### src/rtl/uart_pkg.sv
// uart_pkg: types and helpers shared by the UART transmitter and the
// future receiver.
//   parity_t        - parity mode for a frame (none / even / odd)
//   uart_tx_state_t - transmitter FSM states
//   calc_parity()   - parity bit for a data word, zero-extended to 16 bits
package uart_pkg;

  typedef enum logic [1:0] {
    PARITY_NONE,
    PARITY_EVEN,
    PARITY_ODD
  } parity_t;

  // State literals carry an ST_ prefix so they cannot collide with the
  // PARITY parameter of the transmitter.
  typedef enum logic [2:0] {
    ST_IDLE,
    ST_START,
    ST_DATA,
    ST_PARITY,
    ST_STOP
  } uart_tx_state_t;

  localparam int MAX_DATA_WIDTH = 16;

  // Even parity is the XOR of the data bits; odd parity is its inverse.
  // Unused upper bits must be zero.
  function automatic logic calc_parity(input logic [MAX_DATA_WIDTH-1:0] word,
                                       input parity_t mode);
    return (mode == PARITY_ODD) ? ~(^word) : (^word);
  endfunction

endpackage

### src/rtl/uart_transmit_framed_if.sv
// uart_transmit_framed_if: valid/ready word handshake into the UART
// transmitter.
//   data_in   - word to send (producer -> transmitter)
//   valid_in  - data_in is valid (producer -> transmitter)
//   ready_out - transmitter can accept a word (transmitter -> producer)
// master: the producer side; slave: the transmitter side.
interface uart_transmit_framed_if #(
  parameter int DATA_WIDTH = 8
);
  logic [DATA_WIDTH-1:0] data_in;
  logic                  valid_in;
  logic                  ready_out;

  modport master (
    output data_in,
    output valid_in,
    input  ready_out
  );

  modport slave (
    input  data_in,
    input  valid_in,
    output ready_out
  );
endinterface

### src/rtl/uart_fifo.sv
// uart_fifo: synchronous show-ahead word FIFO.
//   clk_in, rst_in - clock and synchronous active-high reset
//   push, wr_data  - write a word (ignored while full)
//   pop            - drop the head word (ignored while empty)
//   rd_data        - head word, valid whenever empty is low
//   full, empty    - derived from the registered count
//   count          - words currently stored, 0..DEPTH
// DEPTH must be a power of two so the pointers wrap naturally.
module uart_fifo #(
  parameter int WIDTH = 8,
  parameter int DEPTH = 4
) (
  input  logic                     clk_in,
  input  logic                     rst_in,
  input  logic                     push,
  input  logic                     pop,
  input  logic [WIDTH-1:0]         wr_data,
  output logic [WIDTH-1:0]         rd_data,
  output logic                     full,
  output logic                     empty,
  output logic [$clog2(DEPTH):0]   count
);

  localparam int PTR_W = $clog2(DEPTH);

  logic [WIDTH-1:0] mem [DEPTH];
  logic [PTR_W-1:0] wr_ptr;
  logic [PTR_W-1:0] rd_ptr;
  logic             do_push;
  logic             do_pop;

  assign full    = (count == (PTR_W+1)'(DEPTH));
  assign empty   = (count == '0);
  assign do_push = push && !full;
  assign do_pop  = pop && !empty;
  assign rd_data = mem[rd_ptr];

  always_ff @(posedge clk_in) begin
    if (rst_in) begin
      wr_ptr <= '0;
      rd_ptr <= '0;
      count  <= '0;
    end else begin
      if (do_push) wr_ptr <= wr_ptr + PTR_W'(1);
      if (do_pop)  rd_ptr <= rd_ptr + PTR_W'(1);
      case ({do_push, do_pop})
        2'b10:   count <= count + (PTR_W+1)'(1);
        2'b01:   count <= count - (PTR_W+1)'(1);
        default: count <= count;
      endcase
    end
  end

  // Storage carries no reset; only the pointers and count define contents.
  always_ff @(posedge clk_in) begin
    if (do_push) mem[wr_ptr] <= wr_data;
  end

endmodule

### src/rtl/uart_transmit_framed.sv
// uart_transmit_framed: buffered UART transmitter with configurable data
// width, optional parity and one or two stop bits.
//   clk_in         - clock
//   rst_in         - synchronous active-high reset (aborts any frame)
//   tx_if          - valid/ready word input (slave side)
//   busy_out       - FSM active or words still queued
//   fifo_count_out - words waiting in the FIFO
//   tx_wire_out    - registered serial line, idle high
// Frames go out back to back with no idle gap while words are queued.
module uart_transmit_framed
  import uart_pkg::*;
#(
  parameter int      INPUT_CLOCK_FREQ = 100_000_000,
  parameter int      BAUD_RATE        = 9600,
  parameter int      DATA_WIDTH       = 8,
  parameter parity_t PARITY           = PARITY_NONE,
  parameter int      STOP_BITS        = 1,
  parameter int      FIFO_DEPTH       = 4
) (
  input  logic                          clk_in,
  input  logic                          rst_in,
  uart_transmit_framed_if.slave         tx_if,
  output logic                          busy_out,
  output logic [$clog2(FIFO_DEPTH):0]   fifo_count_out,
  output logic                          tx_wire_out
);

  localparam int BAUD_BIT_PERIOD = INPUT_CLOCK_FREQ / BAUD_RATE;
  localparam int BAUD_W          = $clog2(BAUD_BIT_PERIOD);
  localparam int BIT_W           = $clog2(DATA_WIDTH + 1);

  localparam logic [BAUD_W-1:0] BAUD_LAST = BAUD_W'(BAUD_BIT_PERIOD - 1);
  localparam logic [BIT_W-1:0]  BIT_LAST  = BIT_W'(DATA_WIDTH - 1);
  localparam logic              STOP_LAST = (STOP_BITS == 2);

  uart_tx_state_t        state;
  logic [BAUD_W-1:0]     baud_cnt;
  logic [BIT_W-1:0]      bit_cnt;
  logic                  stop_cnt;
  logic [DATA_WIDTH-1:0] shift_reg;
  logic                  parity_bit;

  logic [DATA_WIDTH-1:0] fifo_rd_data;
  logic                  fifo_full;
  logic                  fifo_empty;
  logic                  push;
  logic                  pop;
  logic                  baud_end;
  logic                  last_stop;
  logic                  shift_en;

  assign tx_if.ready_out = !fifo_full;
  assign push            = tx_if.valid_in && !fifo_full;

  assign baud_end  = (baud_cnt == BAUD_LAST);
  assign last_stop = (state == ST_STOP) && baud_end && (stop_cnt == STOP_LAST);
  // A word leaves the FIFO either from idle or exactly at the end of the
  // last stop bit, which is what keeps consecutive frames gap-free.
  assign pop       = !fifo_empty && ((state == ST_IDLE) || last_stop);
  assign shift_en  = baud_end &&
                     ((state == ST_START) ||
                      ((state == ST_DATA) && (bit_cnt != BIT_LAST)));

  assign busy_out = (state != ST_IDLE) || !fifo_empty;

  uart_fifo #(
    .WIDTH (DATA_WIDTH),
    .DEPTH (FIFO_DEPTH)
  ) u_fifo (
    .clk_in  (clk_in),
    .rst_in  (rst_in),
    .push    (push),
    .pop     (pop),
    .wr_data (tx_if.data_in),
    .rd_data (fifo_rd_data),
    .full    (fifo_full),
    .empty   (fifo_empty),
    .count   (fifo_count_out)
  );

  // Word capture: the frame in flight is decoupled from the FIFO once popped.
  always_ff @(posedge clk_in) begin
    if (pop) begin
      shift_reg  <= fifo_rd_data;
      parity_bit <= calc_parity(MAX_DATA_WIDTH'(fifo_rd_data), PARITY);
    end else if (shift_en) begin
      shift_reg  <= shift_reg >> 1;
    end
  end

  // Bit sequencing: the line is updated on the same edge the state advances.
  always_ff @(posedge clk_in) begin
    if (rst_in) begin
      state       <= ST_IDLE;
      baud_cnt    <= '0;
      bit_cnt     <= '0;
      stop_cnt    <= 1'b0;
      tx_wire_out <= 1'b1;
    end else begin
      case (state)
        ST_IDLE: begin
          baud_cnt    <= '0;
          tx_wire_out <= 1'b1;
          if (!fifo_empty) begin
            tx_wire_out <= 1'b0;
            state       <= ST_START;
          end
        end

        ST_START: begin
          if (baud_end) begin
            baud_cnt    <= '0;
            bit_cnt     <= '0;
            tx_wire_out <= shift_reg[0];
            state       <= ST_DATA;
          end else begin
            baud_cnt <= baud_cnt + BAUD_W'(1);
          end
        end

        ST_DATA: begin
          if (baud_end) begin
            baud_cnt <= '0;
            if (bit_cnt == BIT_LAST) begin
              if (PARITY != PARITY_NONE) begin
                tx_wire_out <= parity_bit;
                state       <= ST_PARITY;
              end else begin
                tx_wire_out <= 1'b1;
                stop_cnt    <= 1'b0;
                state       <= ST_STOP;
              end
            end else begin
              tx_wire_out <= shift_reg[0];
              bit_cnt     <= bit_cnt + BIT_W'(1);
            end
          end else begin
            baud_cnt <= baud_cnt + BAUD_W'(1);
          end
        end

        ST_PARITY: begin
          if (baud_end) begin
            baud_cnt    <= '0;
            tx_wire_out <= 1'b1;
            stop_cnt    <= 1'b0;
            state       <= ST_STOP;
          end else begin
            baud_cnt <= baud_cnt + BAUD_W'(1);
          end
        end

        ST_STOP: begin
          if (baud_end) begin
            baud_cnt <= '0;
            if (stop_cnt == STOP_LAST) begin
              if (!fifo_empty) begin
                tx_wire_out <= 1'b0;
                state       <= ST_START;
              end else begin
                tx_wire_out <= 1'b1;
                state       <= ST_IDLE;
              end
            end else begin
              stop_cnt <= 1'b1;
            end
          end else begin
            baud_cnt <= baud_cnt + BAUD_W'(1);
          end
        end

        default: begin
          tx_wire_out <= 1'b1;
          state       <= ST_IDLE;
        end
      endcase
    end
  end

endmodule

### src/flat_wrapper.sv
// flat-port wrapper written by rule: the top's interface ports become plain ports
module uart_transmit_framed_flat import uart_pkg::*;
#(
  parameter int      INPUT_CLOCK_FREQ = 100_000_000,
  parameter int      BAUD_RATE        = 9600,
  parameter int      DATA_WIDTH       = 8,
  parameter parity_t PARITY           = PARITY_NONE,
  parameter int      STOP_BITS        = 1,
  parameter int      FIFO_DEPTH       = 4
)
  (clk_in, rst_in, busy_out, fifo_count_out, tx_wire_out, tx_if_data_in, tx_if_valid_in, tx_if_ready_out);
  uart_transmit_framed_if #(.DATA_WIDTH(DATA_WIDTH)) tx_if_i ();
  input  logic clk_in;
  input  logic rst_in;
  output logic busy_out;
  output logic [$clog2(FIFO_DEPTH):0] fifo_count_out;
  output logic tx_wire_out;
  input wire logic [$bits(tx_if_i.data_in)-1:0] tx_if_data_in;
  input wire logic [$bits(tx_if_i.valid_in)-1:0] tx_if_valid_in;
  output wire logic [$bits(tx_if_i.ready_out)-1:0] tx_if_ready_out;
  assign tx_if_i.data_in = tx_if_data_in;
  assign tx_if_i.valid_in = tx_if_valid_in;
  assign tx_if_ready_out = tx_if_i.ready_out;
  uart_transmit_framed #(.INPUT_CLOCK_FREQ(INPUT_CLOCK_FREQ), .BAUD_RATE(BAUD_RATE), .DATA_WIDTH(DATA_WIDTH), .PARITY(PARITY), .STOP_BITS(STOP_BITS), .FIFO_DEPTH(FIFO_DEPTH)) u_core (.clk_in(clk_in), .rst_in(rst_in), .tx_if(tx_if_i), .busy_out(busy_out), .fifo_count_out(fifo_count_out), .tx_wire_out(tx_wire_out));
endmodule
### config.mk
export PLATFORM = sky130hd
export DESIGN_NAME = uart_transmit_framed_flat
export DESIGN_NICKNAME = d
export VERILOG_FILES = /design/src/rtl/uart_pkg.sv /design/src/rtl/uart_transmit_framed_if.sv /design/src/rtl/uart_fifo.sv /design/src/rtl/uart_transmit_framed.sv /design/src/flat_wrapper.sv
export SDC_FILE = /design/constraint.sdc
export NUM_CORES = 1
export LEC_CHECK = 0
export ABC_AREA = 0
export BUFFER_PORTS_ARGS = -buffer_cell sky130_fd_sc_hd__buf_2
export CAP_MARGIN = 20
export CORE_AREA = 2 2 89 125
export DETAILED_ROUTE_END_ITERATION = 12
export DIE_AREA = 0 0 91 127
export GPL_ROUTABILITY_DRIVEN = 0
export MAX_ROUTING_LAYER = met4
export SLEW_MARGIN = 5
export SYNTH_ARGS = -nofsm -noshare
export SYNTH_HDL_FRONTEND = slang
export SYNTH_SLANG_ARGS = --single-unit
### constraint.sdc
create_clock -name clk_in -period 3 [get_ports clk_in]
set_input_delay 0.9 -clock clk_in [delete_from_list [all_inputs] [get_ports clk_in]]
set_output_delay 0.9 -clock clk_in [all_outputs]
set_load 0.1 [all_outputs]
Yosys cells after proc, flatten, opt, wreduce, memory -nomap -nowiden
Memories as Yosys holds them, arrays and structs flattened. A register that Yosys moved wholly into a read port is not among the register bits.
Cells that the tools add are included.
{"block": "word_totals", "regBits": 38, "ramBits": 32, "memories": 1}
{"block": "classes", "n_addsub": 6, "eq_ne": 18, "n_mux": 36, "n_bitwise": 1, "n_reduce_logical": 26}
{"memory": "u_core.u_fifo.mem", "depth": 4, "width": 8, "read_ports": 1, "rd_clocked_by_memory_dff": 1, "write_ports": 1, "line_no": "uart_fifo.sv:26", "rtl": "logic [WIDTH-1:0] mem [DEPTH];"}
{"operator": "case mux 14 bit (2 select lines)", "count": 1}
{"operator": "2-to-1 mux 3 bit", "count": 7}
{"operator": "2-to-1 mux 8 bit", "count": 2}
{"operator": "2-to-1 mux 1 bit", "count": 15}
{"operator": "case mux 3 bit (5 select lines)", "count": 1}
{"operator": "adder 14 x 1 -> 14 bit (second input constant)", "count": 1}
{"operator": "equality test 14 bit (second input constant)", "count": 1}
{"operator": "2-to-1 mux 14 bit", "count": 1}
{"operator": "2-to-1 mux 4 bit", "count": 3}
{"operator": "AND reduction 5 bit", "count": 2}
{"operator": "logical AND 1 bit", "count": 8}
{"operator": "!= test 2 x 1 -> 1 bit (second input constant)", "count": 4}
{"operator": "!= test 2 bit (second input constant)", "count": 4}
{"operator": "case mux 4 bit (2 select lines)", "count": 1}
{"operator": "nonzero test 2 bit", "count": 4}
{"operator": "AND reduction 7 bit", "count": 1}
{"operator": "equality test 3 x 2 -> 1 bit (second input constant)", "count": 2}
{"operator": "equality test 3 bit (second input constant)", "count": 2}
{"operator": "zero test 3 bit", "count": 2}
{"operator": "case mux 3 bit (2 select lines)", "count": 1}
{"operator": "nonzero test 3 bit", "count": 2}
{"operator": "case mux 1 bit (5 select lines)", "count": 1}
{"operator": "adder 2 x 1 -> 2 bit (second input constant)", "count": 2}
{"operator": "adder 4 x 1 -> 4 bit (second input constant)", "count": 1}
{"operator": "other kinds (14)", "count": 18}

Depth between registers and ports, before layout
Gate-level depths: netlist of run 1.
{"block": "depth", "word_depth": 8, "depth_mapped": 11, "depth_no_buf": 10}

Hierarchy
A second synthesis of run 1 with hierarchy kept.
{"block": "hier_totals", "hier_cells": 267, "area_unflattened_um2": 3229.3}
{"module": "uart_fifo", "instances": 1, "cells_each": 96, "area_per_inst_um2": 1630.3, "seq_area_each_um2": 1141.1}
{"module": "uart_transmit_framed", "instances": 1, "cells_each": 171, "area_per_inst_um2": 1599.0, "seq_area_each_um2": 680.7}

Worst setup path before layout of run 1
Ideal clock, no wire load.
{"block": "synth_timing", "path_type": "reg2reg", "startpoint": "register u_core.u_fifo.count[0]", "endpoint": "register u_core.u_fifo.count[2]", "arrival_ns": 3.391, "t_required_ns": 2.929, "slack_ns": -0.462, "path_stages_with_launch": 9, "path_buffers": 0, "cell_sequence": "dfxtp_1 or3b_1 and2_1 inv_1 ha_1 fa_1 xnor2_1 or3_1 a21oi_1"}
{"block": "synth_via", "elab_chain_cells": 6, "elab_cells_between_ends": 14, "classes_between": "2 x add/sub; 3 x eq/ne; 1 x mux; 8 x reduce/logical"}
{"element": "from (decl)", "line_no": "uart_fifo.sv:21", "rtl": "output logic [$clog2(DEPTH):0] count"}
{"element": "from (signal assigned)", "line_no": "uart_fifo.sv:47", "rtl": "2'b10: count <= count + (PTR_W+1)'(1);"}
{"element": "from (signal assigned)", "line_no": "uart_fifo.sv:48", "rtl": "2'b01: count <= count - (PTR_W+1)'(1);"}
{"element": "from (signal assigned)", "line_no": "uart_fifo.sv:49", "rtl": "default: count <= count;"}
{"element": "equality test 3 bit *", "line_no": "uart_fifo.sv:32", "rtl": "assign full = (count == (PTR_W+1)'(DEPTH));"}
{"element": "zero test 1 bit *"}
{"element": "named net tx_if_ready_out", "line_no": "flat_wrapper.sv:20", "rtl": "output wire logic [$bits(tx_if_i.ready_out)-1:0] tx_if_ready_out;"}
{"element": "logical AND 1 bit", "line_no": "uart_transmit_framed.sv:53", "rtl": "assign push = tx_if.valid_in && !fifo_full;"}
{"element": "logical AND 1 bit *", "line_no": "uart_fifo.sv:34", "rtl": "assign do_push = push && !full;"}
{"element": "equality test 2 x 1 -> 1 bit or equality test 2 bit (tied branches)", "line_no": "uart_fifo.sv:46", "rtl": "case ({do_push, do_pop})"}
{"element": "case mux 3 bit (2 select lines) or nonzero test 2 bit (tied branches)"}
The timed path passes the listed nets; every way through them passes the cells marked *.
A chain may end at the register's enable or synchronous reset.

Final worst setup path of run 1
{"block": "layout_timing", "startpoint": "register u_core.state[2]", "endpoint": "output port busy_out"}
{"block": "layout_via", "elab_chain_cells": 2}
{"element": "from (decl)", "line_no": "uart_transmit_framed.sv:36", "rtl": "uart_tx_state_t state;"}
{"element": "from (signal assigned)", "line_no": "uart_transmit_framed.sv:94", "rtl": "state <= ST_IDLE;"}
{"element": "from (signal assigned)", "line_no": "uart_transmit_framed.sv:106", "rtl": "state <= ST_START;"}
{"element": "from (signal assigned)", "line_no": "uart_transmit_framed.sv:115", "rtl": "state <= ST_DATA;"}
{"element": "nonzero test 3 bit", "line_no": "uart_transmit_framed.sv:64", "rtl": "assign busy_out = (state != ST_IDLE) || !fifo_empty;"}
{"element": "logical OR 1 bit", "line_no": "uart_transmit_framed.sv:64"}
{"element": "to (decl)", "line_no": "flat_wrapper.sv:15", "rtl": "output logic busy_out;"}
No other way between the ends.

==> flow_metrics.py, run 1 <==
metrics = {
    "outcome": {
        "outcome": "finished clean",
    },
    "final_layout": {
        "finalNonFillerCells": 410,
        "layout_common_cells": "sky130_fd_sc_hd__edfxtp_1, sky130_fd_sc_hd__dfxtp_1, sky130_fd_sc_hd__buf_2, sky130_fd_sc_hd__nor3_1, sky130_fd_sc_hd__a21oi_1",
        "largest_register_ffs": 32,
        "layout-area-overhead-vs-synth_pct": 15.5,
        "layout-drive-gt1-share_pct": 22.8,
        "layout_commonest_cell": "sky130_fd_sc_hd__edfxtp_1",
        "diodes": 0,
        "nets": 286,
        "post-route-util_pct": 35.2,
    },
    "power_and_ir_drop": {
        "power.ir.vdd_worst_v": 0.000453,
        "power-per-cell-area_mw_per_mm2": 925,
        "leakagePower_nw": 1.20,
        "power_mw": 3.37,
    },
    "place": {
        "place_worst_setup_slack_ns": 0.443,
        "dp.cells": 394,
        "hpwlAfterDp_um": 3870,
        "port_buffers": 16,
    },
    "sta": {
        "finalCritPeriodShare_pct": 82.3,
        "max_slew_margin_vs_limit_pct": 49.3,
        "finalSetupTns_ns": 0,
        "max_slew.worst_pin.slew_ns": 0.751,
        "max_clock_freq_mhz": 405,
        "timing.final.setup_violations": 0,
        "worst_clock_skew_ns": 0.00866,
        "grt_setup_unrepaired": "no",
        "worst_slack_ns": 0.532,
        "final_hold_viol_count": 0,
        "finalWorstPathRequiredPeriod_ns": 2.47,
        "report.final.slew_viol_count": 0,
    },
    "drt": {
        "routedWlPerCell_um": 13.4,
        "ant_nets": 0,
        "drt_iter0_drc": 98,
        "finalWirelength_um": 5500,
        "vias_per_cell": 4.87,
        "vias": 1996,
        "drcViolationCount": 0,
        "initial_drt_pass_iterations": 4,
    },
    "clocking": {
        "cts.sink_count": 71,
        "clk_pin_slew_worst_paths_ns": 0.06,
        "cts-hold-fix-buffers": 0,
        "maximum_clock_path_buffer_count": 2,
        "tritoncts": "done",
        "clkLatencyLatePin_ns": 0.33,
        "h_tree_lvl_count": 3,
        "number_of_gates_given_a_new_drive_strength_after_cts": 0,
        "buffer_count_from_post_cts_setup_fixing": 0,
        "cts_buffers": 9,
        "clockRootBuffer": "sky130_fd_sc_hd__clkbuf_16",
    },
    "critical_path": {
        "cpLargestDelayFamily": "flip-flops",
        "worstPathCellList": "nor3_1 > nand2_1 > buf_2",
        "crit_required_ns": 2.10,
        "endpoint_type_of_the_worst_setup_path": "output port",
        "timing.critical_path.fanout_max": 13,
        "worstPathArrival_ns": 1.57,
        "critPathKind": "register to output port",
        "path_buf_inv": 1,
        "critPathSlowestCell": "sky130_fd_sc_hd__dfxtp_1",
        "timing.critical_path.from_type": "register",
        "worst_r2r_startpoint": "u_core.baud_cnt[0]",
        "timing.reg2reg.setup_slack_ns": 0.62,
        "max_stage_delay_ns": 0.56,
        "critical_path_depth": 3,
        "reg2reg_depth": 10,
        "critical_path.reg2reg.endpoint": "u_core.u_fifo.count[2]",
    },
    "synth": {
        "synth_seq_area_share_pct": 57.8,
        "ys.warnings.count": 0,
        "yosysTopAreaCellShare_pct": 38.1,
        "synth.avg_cell_area_sq_um": 12.6,
        "synth_fp_nets": 269,
        "ys_seq_elements": 71,
        "synth_cell_type_count": 50,
        "ys_top_cells_by_area": "sky130_fd_sc_hd__edfxtp_1, sky130_fd_sc_hd__dfxtp_1, sky130_fd_sc_hd__mux4_2, sky130_fd_sc_hd__mux2_2, sky130_fd_sc_hd__ha_1",
        "yosysTopAreaCell": "sky130_fd_sc_hd__edfxtp_1",
        "post_synth_instance_area_sq_mm": 0.00315,
        "synthCells": 250,
        "synth-main-ff-cell": "sky130_fd_sc_hd__edfxtp_1",
        "synth-async-reset-ratio_pct": 0,
        "synth_edf_count": 40,
    },
    "global_routing": {
        "groute.usage.overall_pct": 10.8,
        "grt_antenna_before_repair": 0,
        "globalRoute.totalOverflow": 0,
        "number_of_global_route_vias_before_repair": 2051,
        "grt_max_degree": 28,
        "grt_pass1_wl_um": 9650,
    },
    "die": {
        "initial_core_util_pct": 30.5,
        "core-area_sq_mm": 0.0103,
        "die_area_sq_mm": 0.0116,
        "boundaryPins": 17,
        "die_x_um": 91,
        "rows": 44,
        "chipHeight_um": 127,
    },
    "job": {
        "max-cap-violations": 0,
    },
    "hold_path": {
        "critical_hold_path_startpoint": "u_core.tx_wire_out",
        "min_path_type": "register to register",
        "hold_depth": 2,
        "worst_hold_path.endpoint": "u_core.tx_wire_out",
    },
}
[synth_stat cells (all sizes together) (2+ instances only)]
cell,n
a211oi,4
a21oi,11
a31oi,2
and2,2
and3,5
and4,2
buf,9
clkbuf,5
dfxtp,31
edfxtp,40
ha,7
inv,10
mux2,9
mux4,8
nand2,8
nand2b,2
nand3,8
nand3b,2
nand4,5
nor2,9
nor2b,2
nor3,15
nor4,3
nor4b,3
o21ai,9
o31ai,3
or3,6
or4,2
xnor2,10
xor2,3
[kinds of logic after synthesis]
logic type,count (synthesis),synth area share [%]
and+or+nand+nor,80,15.2
DFF,71,57.8
AOI/OAI and AO/OA,35,6.98
buffers and inverters,24,3.53
muxes,18,9.24
xor gates and xnor gates,13,3.61
adders and majority gates,9,3.73
[per-stage QoR]
| stage | instance area [sq um] | hold slack, ns |
|---|---|---|
| detailed placement | 3370 | 0.494 |
| global route | 3640 | 0.532 |
| floorplan | 3160 | 0.465 |
| global placement | 3370 | 0.483 |
| CTS | 3640 | 0.503 |
| finish | 3640 | 0.498 |
[routing by layer]
metal,vias to the layer above,part of all wire (%),track usage (%)
li1,981,-,-
met2,28,51,18.5
met3,14,2.6,2.83
met4,0,2.4,5.17
met5,-,0,-
met1,973,44,11.7
[where the power goes]
group | leakage [nW] | switching (mW) | total, mW | internal (mW)
Combinational | 0.441 | 0.649 | 1.03 | 0.379
Clock | 0.137 | 0.420 | 0.988 | 0.567
Sequential | 0.623 | 0.114 | 1.36 | 1.24
Total | 1.20 | 1.18 | 3.37 | 2.19
[how the worst max path moves through the flow]
stage / startpoint / endpoint / slack [ns]
after floorplan: u_core.u_fifo.count[0] / u_core.u_fifo.count[2] / 0.15
after global placement: tx_if_valid_in / u_core.u_fifo.count[2] / 0.50
after detailed placement: tx_if_valid_in / u_core.u_fifo.count[2] / 0.44
after CTS: u_core.state[2] / busy_out / 0.54
after global routing: u_core.state[2] / busy_out / 0.44
final: u_core.state[2] / busy_out / 0.53
[worst reg2reg max path, stage by stage (launching register included)]
cell and delay (ns):
sky130_fd_sc_hd__dfxtp_1 0.34, sky130_fd_sc_hd__ha_1 0.23, sky130_fd_sc_hd__and3_1 0.19, sky130_fd_sc_hd__nand4_1 0.12, sky130_fd_sc_hd__a21o_1 0.15, sky130_fd_sc_hd__inv_1 0.06, sky130_fd_sc_hd__ha_1 0.22, sky130_fd_sc_hd__fa_1 0.39
sky130_fd_sc_hd__xnor2_1 0.14, sky130_fd_sc_hd__or3_1 0.31, sky130_fd_sc_hd__a21oi_1 0.15
[final cells by class]
type	instances	area, sq um
timing repair buffer	20	110
clock inverter	7	52.6
inverter	10	37.5
clock buffer	9	225
sequential	71	1830
multi-input combinational	155	1220
fill	1046	6710
tap	138	173
Power figures use the tool's default switching activity.
==> run 2, diff against run 1 <==
--- a/config.mk
+++ b/config.mk
@@ -5,12 +5,12 @@
 export SDC_FILE = /design/constraint.sdc
 export NUM_CORES = 1
 export LEC_CHECK = 0
-export ABC_AREA = 0
+export ABC_AREA = 1
 export BUFFER_PORTS_ARGS = -buffer_cell sky130_fd_sc_hd__buf_2
 export CAP_MARGIN = 20
-export CORE_AREA = 2 2 89 125
+export CORE_AREA = 2 2 91 128
 export DETAILED_ROUTE_END_ITERATION = 12
-export DIE_AREA = 0 0 91 127
+export DIE_AREA = 0 0 93 130
 export GPL_ROUTABILITY_DRIVEN = 0
 export MAX_ROUTING_LAYER = met4
 export SLEW_MARGIN = 5
==> constraint.sdc (replaced) <==
create_clock -name clk_in -period 2 [get_ports clk_in]
set_input_delay 0.6 -clock clk_in [delete_from_list [all_inputs] [get_ports clk_in]]
set_output_delay 0.6 -clock clk_in [all_outputs]
set_load 0.1 [all_outputs]
==> run 2 against run 1 <==
  * First-iteration DRC count is 23% higher
  * Total power is 69% higher
  * Clock power is 64% higher
  * Routed wire length is 23% higher
==> flow_metrics.py, run 2 <==
metrics = {
    "synth": {
        "yosysTopAreaCell": "sky130_fd_sc_hd__edfxtp_1",
        "ys_top_cells_by_area": "sky130_fd_sc_hd__edfxtp_1, sky130_fd_sc_hd__dfxtp_1, sky130_fd_sc_hd__nand2_1, sky130_fd_sc_hd__nor2_1, sky130_fd_sc_hd__inv_1",
        "synth.avg_cell_area_sq_um": 8.95,
        "yosysTopAreaCellShare_pct": 36.1,
        "synth_commonest_cells": "sky130_fd_sc_hd__nand2_1, sky130_fd_sc_hd__nor2_1, sky130_fd_sc_hd__edfxtp_1, sky130_fd_sc_hd__inv_1, sky130_fd_sc_hd__dfxtp_1",
        "post_synth_instance_area_sq_mm": 0.00333,
        "synth_cell_type_count": 30,
        "synth-async-reset-ratio_pct": 0,
        "ys.warnings.count": 0,
        "synth-main-ff-cell": "sky130_fd_sc_hd__edfxtp_1",
        "synth_fp_nets": 391,
        "synthCells": 372,
        "synth_edf_count": 40,
        "yosys.cell_count.top_type": "sky130_fd_sc_hd__nand2_1",
        "synth_seq_area_share_pct": 54.7,
        "ys_seq_elements": 71,
    },
    "die": {
        "initial_core_util_pct": 30.1,
        "boundaryPins": 17,
        "core-area_sq_mm": 0.0111,
        "die_x_um": 93,
        "rows": 46,
        "chipHeight_um": 130,
        "die_area_sq_mm": 0.0121,
    },
    "sta": {
        "max_clock_freq_mhz": 517,
        "final_hold_viol_count": 0,
        "worst_clock_skew_ns": 0.00452,
        "finalCritPeriodShare_pct": 96.8,
        "grt_setup_unrepaired": "yes",
        "max_slew.worst_pin.slew_ns": 0.487,
        "report.final.slew_viol_count": 0,
        "max_slew_margin_vs_limit_pct": 67.8,
        "finalWorstPathRequiredPeriod_ns": 1.94,
        "timing.final.setup_violations": 0,
    },
    "drt": {
        "vias_per_cell": 4.60,
        "finalWirelength_um": 6750,
        "drt_iter0_drc": 121,
        "drcViolationCount": 0,
        "routedWlPerCell_um": 12.0,
        "ant_nets": 0,
        "initial_drt_pass_iterations": 4,
        "vias": 2596,
    },
    "outcome": {
        "outcome": "finished clean",
    },
    "critical_path": {
        "worstPathArrival_ns": 2.20,
        "timing.critical_path.fanout_max": 4,
        "critPathSlowestCell": "sky130_fd_sc_hd__fa_2",
        "crit_required_ns": 2.26,
        "max_stage_delay_ns": 0.37,
        "critPathKind": "register to register",
        "endpoint_type_of_the_worst_setup_path": "register",
        "path_buf_inv": 1,
        "timing.critical_path.from_type": "register",
        "worstPathCellList": "ha_4 > nand3_4 > nor2_4 > nand3_2 > nand2_4 > nand2_4 > inv_4 > ha_4 > fa_2 > a21oi_2 > o21a_1 > o21ai_1 > a21oi_1",
        "cpLargestDelayFamily": "adder cells",
    },
    "clocking": {
        "h_tree_lvl_count": 3,
        "clk_pin_slew_worst_paths_ns": 0.06,
        "maximum_clock_path_buffer_count": 2,
        "tritoncts": "done",
        "clkLatencyLatePin_ns": 0.34,
        "cts.sink_count": 71,
        "clockRootBuffer": "sky130_fd_sc_hd__clkbuf_16",
        "cts_buffers": 9,
    },
    "place": {
        "hpwlAfterDp_um": 4830,
        "port_buffers": 16,
        "cell_area_after_placement_sq_mm": 0.00377,
        "dp.cells": 546,
    },
    "global_routing": {
        "number_of_global_route_vias_before_repair": 2627,
        "grt_pass1_wl_um": 11600,
        "grt_antenna_before_repair": 0,
        "groute.usage.overall_pct": 12.7,
        "grt_max_degree": 17,
        "globalRoute.totalOverflow": 0,
    },
    "job": {
        "max-cap-violations": 0,
    },
    "final_layout": {
        "layout-drive-gt1-share_pct": 26.2,
        "largest_register_ffs": 32,
        "layout-area-overhead-vs-synth_pct": 24.9,
        "layout_commonest_cell": "sky130_fd_sc_hd__nand2_1",
        "diodes": 0,
        "layout_common_cells": "sky130_fd_sc_hd__nand2_1, sky130_fd_sc_hd__nor2_1, sky130_fd_sc_hd__edfxtp_1, sky130_fd_sc_hd__inv_1, sky130_fd_sc_hd__o21ai_0",
        "design_area_sq_mm": 0.00416,
        "nets": 434,
        "ff_latch_area_sq_mm": 0.00184,
        "multiInputGateArea_sq_mm": 0.00141,
        "finalNonFillerCells": 564,
        "filler_cell_count_in_the_final_layout": 1119,
    },
    "power_and_ir_drop": {
        "power.ir.vdd_worst_v": 0.000728,
        "power-per-cell-area_mw_per_mm2": 1370,
        "power_mw": 5.68,
        "leakagePower_nw": 1.56,
    },
    "hold_path": {
        "min_path_type": "register to register",
    },
}
-- run 2: cell types whose count changed after synthesis, moves of 6 or more --
cell / delta
sky130_fd_sc_hd__nand3_1: +7
sky130_fd_sc_hd__o21ai_0: +16
sky130_fd_sc_hd__nor2_1: +47
sky130_fd_sc_hd__mux4_2: -8
sky130_fd_sc_hd__xnor2_1: -10
sky130_fd_sc_hd__nand2_1: +64
sky130_fd_sc_hd__inv_1: +25
sky130_fd_sc_hd__mux2_2: -9
sky130_fd_sc_hd__o22ai_1: +7
sky130_fd_sc_hd__nor2_2: +6
sky130_fd_sc_hd__a21oi_1: +7
sky130_fd_sc_hd__inv_2: +8
-- run 2: per-stage QoR --
stage	utilization (%)	hold WS, ns	TNS, ns	worst slack (ns)
2_1_floorplan	-	0.456	-0.0196	-0.0196
3_3_place_gp	34.2	0.457	0	0.0534
3_5_place_dp	34.2	0.458	-0.0258	-0.0258
4_1_cts	37.0	0.463	0	0.0160
5_1_grt	37.6	0.471	-0.236	-0.0340
6_report	37.6	0.464	0	0.0648
-- run 2: logic make-up (layout without fill, tap and decap cells) --
family	count (synthesis)	count (layout)	synth area share [%]
AOI/OAI and AO/OA	54	54	8.79
xor gates and xnor gates	4	4	1.05
adders and majority gates	8	8	3.23
buffers and inverters	48	96	5.71
DFF	71	71	54.7
and+or+nand+nor	187	187	26.5
-- run 2: cell type report --
cell class,count,share of cell area [%]
clock buffers,9,5.42
clock inverters,7,1.93
flip-flops and latches,71,44.3
repair buffers,37,6.08
multi-input cells,253,34.0
well taps,144,4.33
inverters,43,4.00
-- run 2: what timing repair did --
item / CTS / global route
pin swaps: 1 / 6
hold buffers: 0 / 0
endpoints found under the setup margin: 2 / 11
gates resized for setup: 2 / 18
buffers inserted: 1 / 1
-- run 2: worst reg2reg max path, stage by stage (launching register included) --
cell and delay [ns]:
sky130_fd_sc_hd__dfxtp_2 0.33, sky130_fd_sc_hd__ha_4 0.17, sky130_fd_sc_hd__nand3_4 0.09, sky130_fd_sc_hd__nor2_4 0.04, sky130_fd_sc_hd__nand3_2 0.07, sky130_fd_sc_hd__nand2_4 0.07
sky130_fd_sc_hd__nand2_4 0.07, sky130_fd_sc_hd__inv_4 0.04, sky130_fd_sc_hd__ha_4 0.16, sky130_fd_sc_hd__fa_2 0.37, sky130_fd_sc_hd__a21oi_2 0.14, sky130_fd_sc_hd__o21a_1 0.14
sky130_fd_sc_hd__o21ai_1 0.06, sky130_fd_sc_hd__a21oi_1 0.11
-- run 2: where the power goes --
part / switching [mW] / total (mW) / internal, mW
Clock: 0.639 / 1.62 / 0.981
Sequential: 0.127 / 2.01 / 1.89
Combinational: 1.37 / 2.05 / 0.677
-- run 2: final timing paths --
path,start,end,slack (ns),depth (start not counted)
max,u_core.baud_cnt[1],u_core.u_fifo.count[2],0.06,13
min reg2reg,u_core.u_fifo.count[2],u_core.u_fifo.count[2],0.46,1
max reg2reg,u_core.baud_cnt[1],u_core.u_fifo.count[2],0.06,13
min,u_core.u_fifo.count[2],u_core.u_fifo.count[2],0.46,1
-- run 2: routing by layer --
layer	track usage [%]	part of all wire, %	up-vias
met2	22.7	54	40
met1	12.9	41	1204
li1	-	-	1334
met5	-	0	-
met3	3.00	3.0	18
met4	6.75	2.7	0
==> run 3, diff against run 2 <==
--- a/config.mk
+++ b/config.mk
@@ -13,6 +13,7 @@
 export DIE_AREA = 0 0 93 130
 export GPL_ROUTABILITY_DRIVEN = 0
 export MAX_ROUTING_LAYER = met4
+export REMOVE_ABC_BUFFERS = 1
 export SLEW_MARGIN = 5
 export SYNTH_ARGS = -nofsm -noshare
 export SYNTH_HDL_FRONTEND = slang
==> run 3 against run 2 <==
  * Total power increased by 0.50%
  * Die area unchanged
  * First-iteration DRC count decreased by 8.3%
  * Clock skew increased by 0.0013 ns
  * Sequential share of layout area decreased by 0.95 points
  * Sequential power about the same
  * Setup slack improved by 0.015 ns
  * Routed wire length increased by 2.2%
  * Global-route usage decreased by 0.099 points
  * Maximum frequency increased by 0.76%
  * Clock power about the same
  * Largest cell class unchanged
  * Largest power group unchanged
==> flow_metrics.py, run 3 (synthesis results as in run 2) <==
metrics = {
    "outcome": {
        "outcome": "finished clean",
    },
    "critical_path": {
        "max_stage_delay_ns": 0.34,
        "endpoint_type_of_the_worst_setup_path": "output port",
        "worstPathArrival_ns": 1.32,
        "critical_path_depth": 5,
        "timing.reg2reg.setup_slack_ns": 0.08,
        "worst_r2r_startpoint": "u_core.baud_cnt[1]",
        "critical_path.reg2reg.endpoint": "u_core.u_fifo.count[2]",
        "timing.critical_path.from_type": "register",
        "crit_required_ns": 1.40,
        "crit_path_end": "busy_out",
        "cpLargestDelayFamily": "buffers and inverters",
        "timing.critical_path.fanout_max": 5,
        "critPathSlowestCell": "sky130_fd_sc_hd__dfxtp_2",
        "crit_start": "u_core.u_fifo.count[2]",
        "reg2reg_depth": 13,
        "path_buf_inv": 3,
        "critPathKind": "register to output port",
        "worstPathCellList": "nand3b_1 > buf_4 > inv_2 > nand2_4 > buf_12",
    },
    "die": {
        "die_x_um": 93,
        "core-area_sq_mm": 0.0111,
        "die_area_sq_mm": 0.0121,
        "chipHeight_um": 130,
        "boundaryPins": 17,
        "initial_core_util_pct": 30.1,
        "rows": 46,
    },
    "drt": {
        "drcViolationCount": 0,
        "initial_drt_pass_iterations": 4,
        "vias": 2624,
        "drt_iter0_drc": 111,
        "finalWirelength_um": 6890,
        "ant_nets": 0,
        "vias_per_cell": 4.54,
        "routedWlPerCell_um": 11.9,
    },
    "clocking": {
        "clk_pin_slew_worst_paths_ns": 0.06,
        "clockRootBuffer": "sky130_fd_sc_hd__clkbuf_16",
        "h_tree_lvl_count": 3,
        "clkLatencyLatePin_ns": 0.33,
        "cts.sink_count": 71,
        "maximum_clock_path_buffer_count": 2,
        "cts_buffers": 9,
        "tritoncts": "done",
    },
    "final_layout": {
        "largest_register_ffs": 32,
        "filler_cell_count_in_the_final_layout": 1131,
        "design_area_sq_mm": 0.00422,
        "layout_commonest_cell": "sky130_fd_sc_hd__nand2_1",
        "diodes": 0,
        "nets": 448,
        "finalNonFillerCells": 578,
        "layout_common_cells": "sky130_fd_sc_hd__nand2_1, sky130_fd_sc_hd__nor2_1, sky130_fd_sc_hd__edfxtp_1, sky130_fd_sc_hd__buf_4, sky130_fd_sc_hd__inv_1",
        "layout-drive-gt1-share_pct": 27.0,
        "layout-area-overhead-vs-synth_pct": 26.7,
    },
    "sta": {
        "report.final.slew_viol_count": 0,
        "timing.final.setup_violations": 0,
        "max_clock_freq_mhz": 521,
        "finalSetupTns_ns": 0,
        "max_slew_margin_vs_limit_pct": 67.8,
        "finalCritPeriodShare_pct": 96.0,
        "max_slew.worst_pin.slew_ns": 0.486,
        "final_hold_viol_count": 0,
        "worst_clock_skew_ns": 0.00583,
        "finalWorstPathRequiredPeriod_ns": 1.92,
    },
    "global_routing": {
        "groute.usage.overall_pct": 12.6,
        "grt_pass1_wl_um": 11400,
        "globalRoute.totalOverflow": 0,
        "grt_antenna_before_repair": 0,
        "grt_max_degree": 17,
        "number_of_global_route_vias_before_repair": 2651,
    },
    "place": {
        "cell_area_after_placement_sq_mm": 0.00383,
        "dp.cells": 561,
        "hpwlAfterDp_um": 4980,
        "port_buffers": 16,
    },
    "job": {
        "max-cap-violations": 0,
    },
    "power_and_ir_drop": {
        "leakagePower_nw": 1.63,
        "power-per-cell-area_mw_per_mm2": 1350,
        "power.ir.vdd_worst_v": 0.000605,
    },
    "hold_path": {
        "min_path_type": "register to register",
    },
}
run 3: through the flow:
step	util, %	power (mW)	setup WS, ns	hold WS, ns
6_report	38.2	5.71	0.0793	0.461
5_1_grt	38.2	6.07	-0.0203	0.471
4_1_cts	37.6	5.68	0.000903	0.469
3_5_place_dp	34.7	4.01	-0.0323	0.451
3_3_place_gp	34.7	3.97	-0.0172	0.453
2_1_floorplan	-	3.37	-1.57	0.456
run 3: timing repair:
action,CTS,global route
pin swaps,1,4
endpoints found under the setup margin,2,3
hold buffers,0,0
setup buffers,1,0
gates resized for setup,5,19
run 3: layer usage:
layer  global-route usage [%]  up-vias  wire length [um]
met5                        -        -                 0
met4                     8.39        0               261
met3                     3.18       25               224
met2                     22.3       58              3630
met1                     12.1     1187              2770
li1                         -     1354                 -
run 3: report_power, final:
group / total, mW / internal, mW / switching [mW]
logic: 2.11 / 0.731 / 1.38
registers: 1.99 / 1.88 / 0.112
clock network: 1.61 / 0.980 / 0.629
run 3: cell type report:
class	count	area, sq um	area share [%]
Inverter	43	161	3.82
Timing Repair Buffer	51	358	8.48
Sequential cell	71	1830	43.3
Multi-Input combinational cell	253	1390	32.9
Clock buffer	9	225	5.33
Tap cell	144	180	4.27
Clock inverter	7	78.8	1.87
run 3: how the worst min path moves through the flow:
stage / from / endpoint / slack [ns] / depth (start not counted)
floorplan: u_core.u_fifo.rd_ptr[0] / register / 0.46 / 2
global placement: u_core.tx_wire_out / u_core.tx_wire_out / 0.45 / 2
detailed placement: u_core.tx_wire_out / u_core.tx_wire_out / 0.45 / 2
CTS: u_core.tx_wire_out / u_core.tx_wire_out / 0.47 / 2
global route: tx_if_data_in[7] / u_core.u_fifo.mem[2][7] / 0.47 / 1
finish: u_core.u_fifo.count[2] / u_core.u_fifo.count[2] / 0.46 / 1
run 3: worst reg2reg max path: stages, from the launching register on:
cell	delay, ns
sky130_fd_sc_hd__dfxtp_2	0.33
sky130_fd_sc_hd__ha_4	0.15
sky130_fd_sc_hd__nand3_2	0.09
sky130_fd_sc_hd__nor2_4	0.04
sky130_fd_sc_hd__nand3_2	0.07
sky130_fd_sc_hd__nand2_4	0.06
sky130_fd_sc_hd__nand2_4	0.05
sky130_fd_sc_hd__inv_2	0.04
sky130_fd_sc_hd__ha_4	0.16
sky130_fd_sc_hd__fa_2	0.40
sky130_fd_sc_hd__a21oi_2	0.14
sky130_fd_sc_hd__o21a_1	0.15
sky130_fd_sc_hd__o21ai_1	0.06
sky130_fd_sc_hd__a21oi_1	0.10
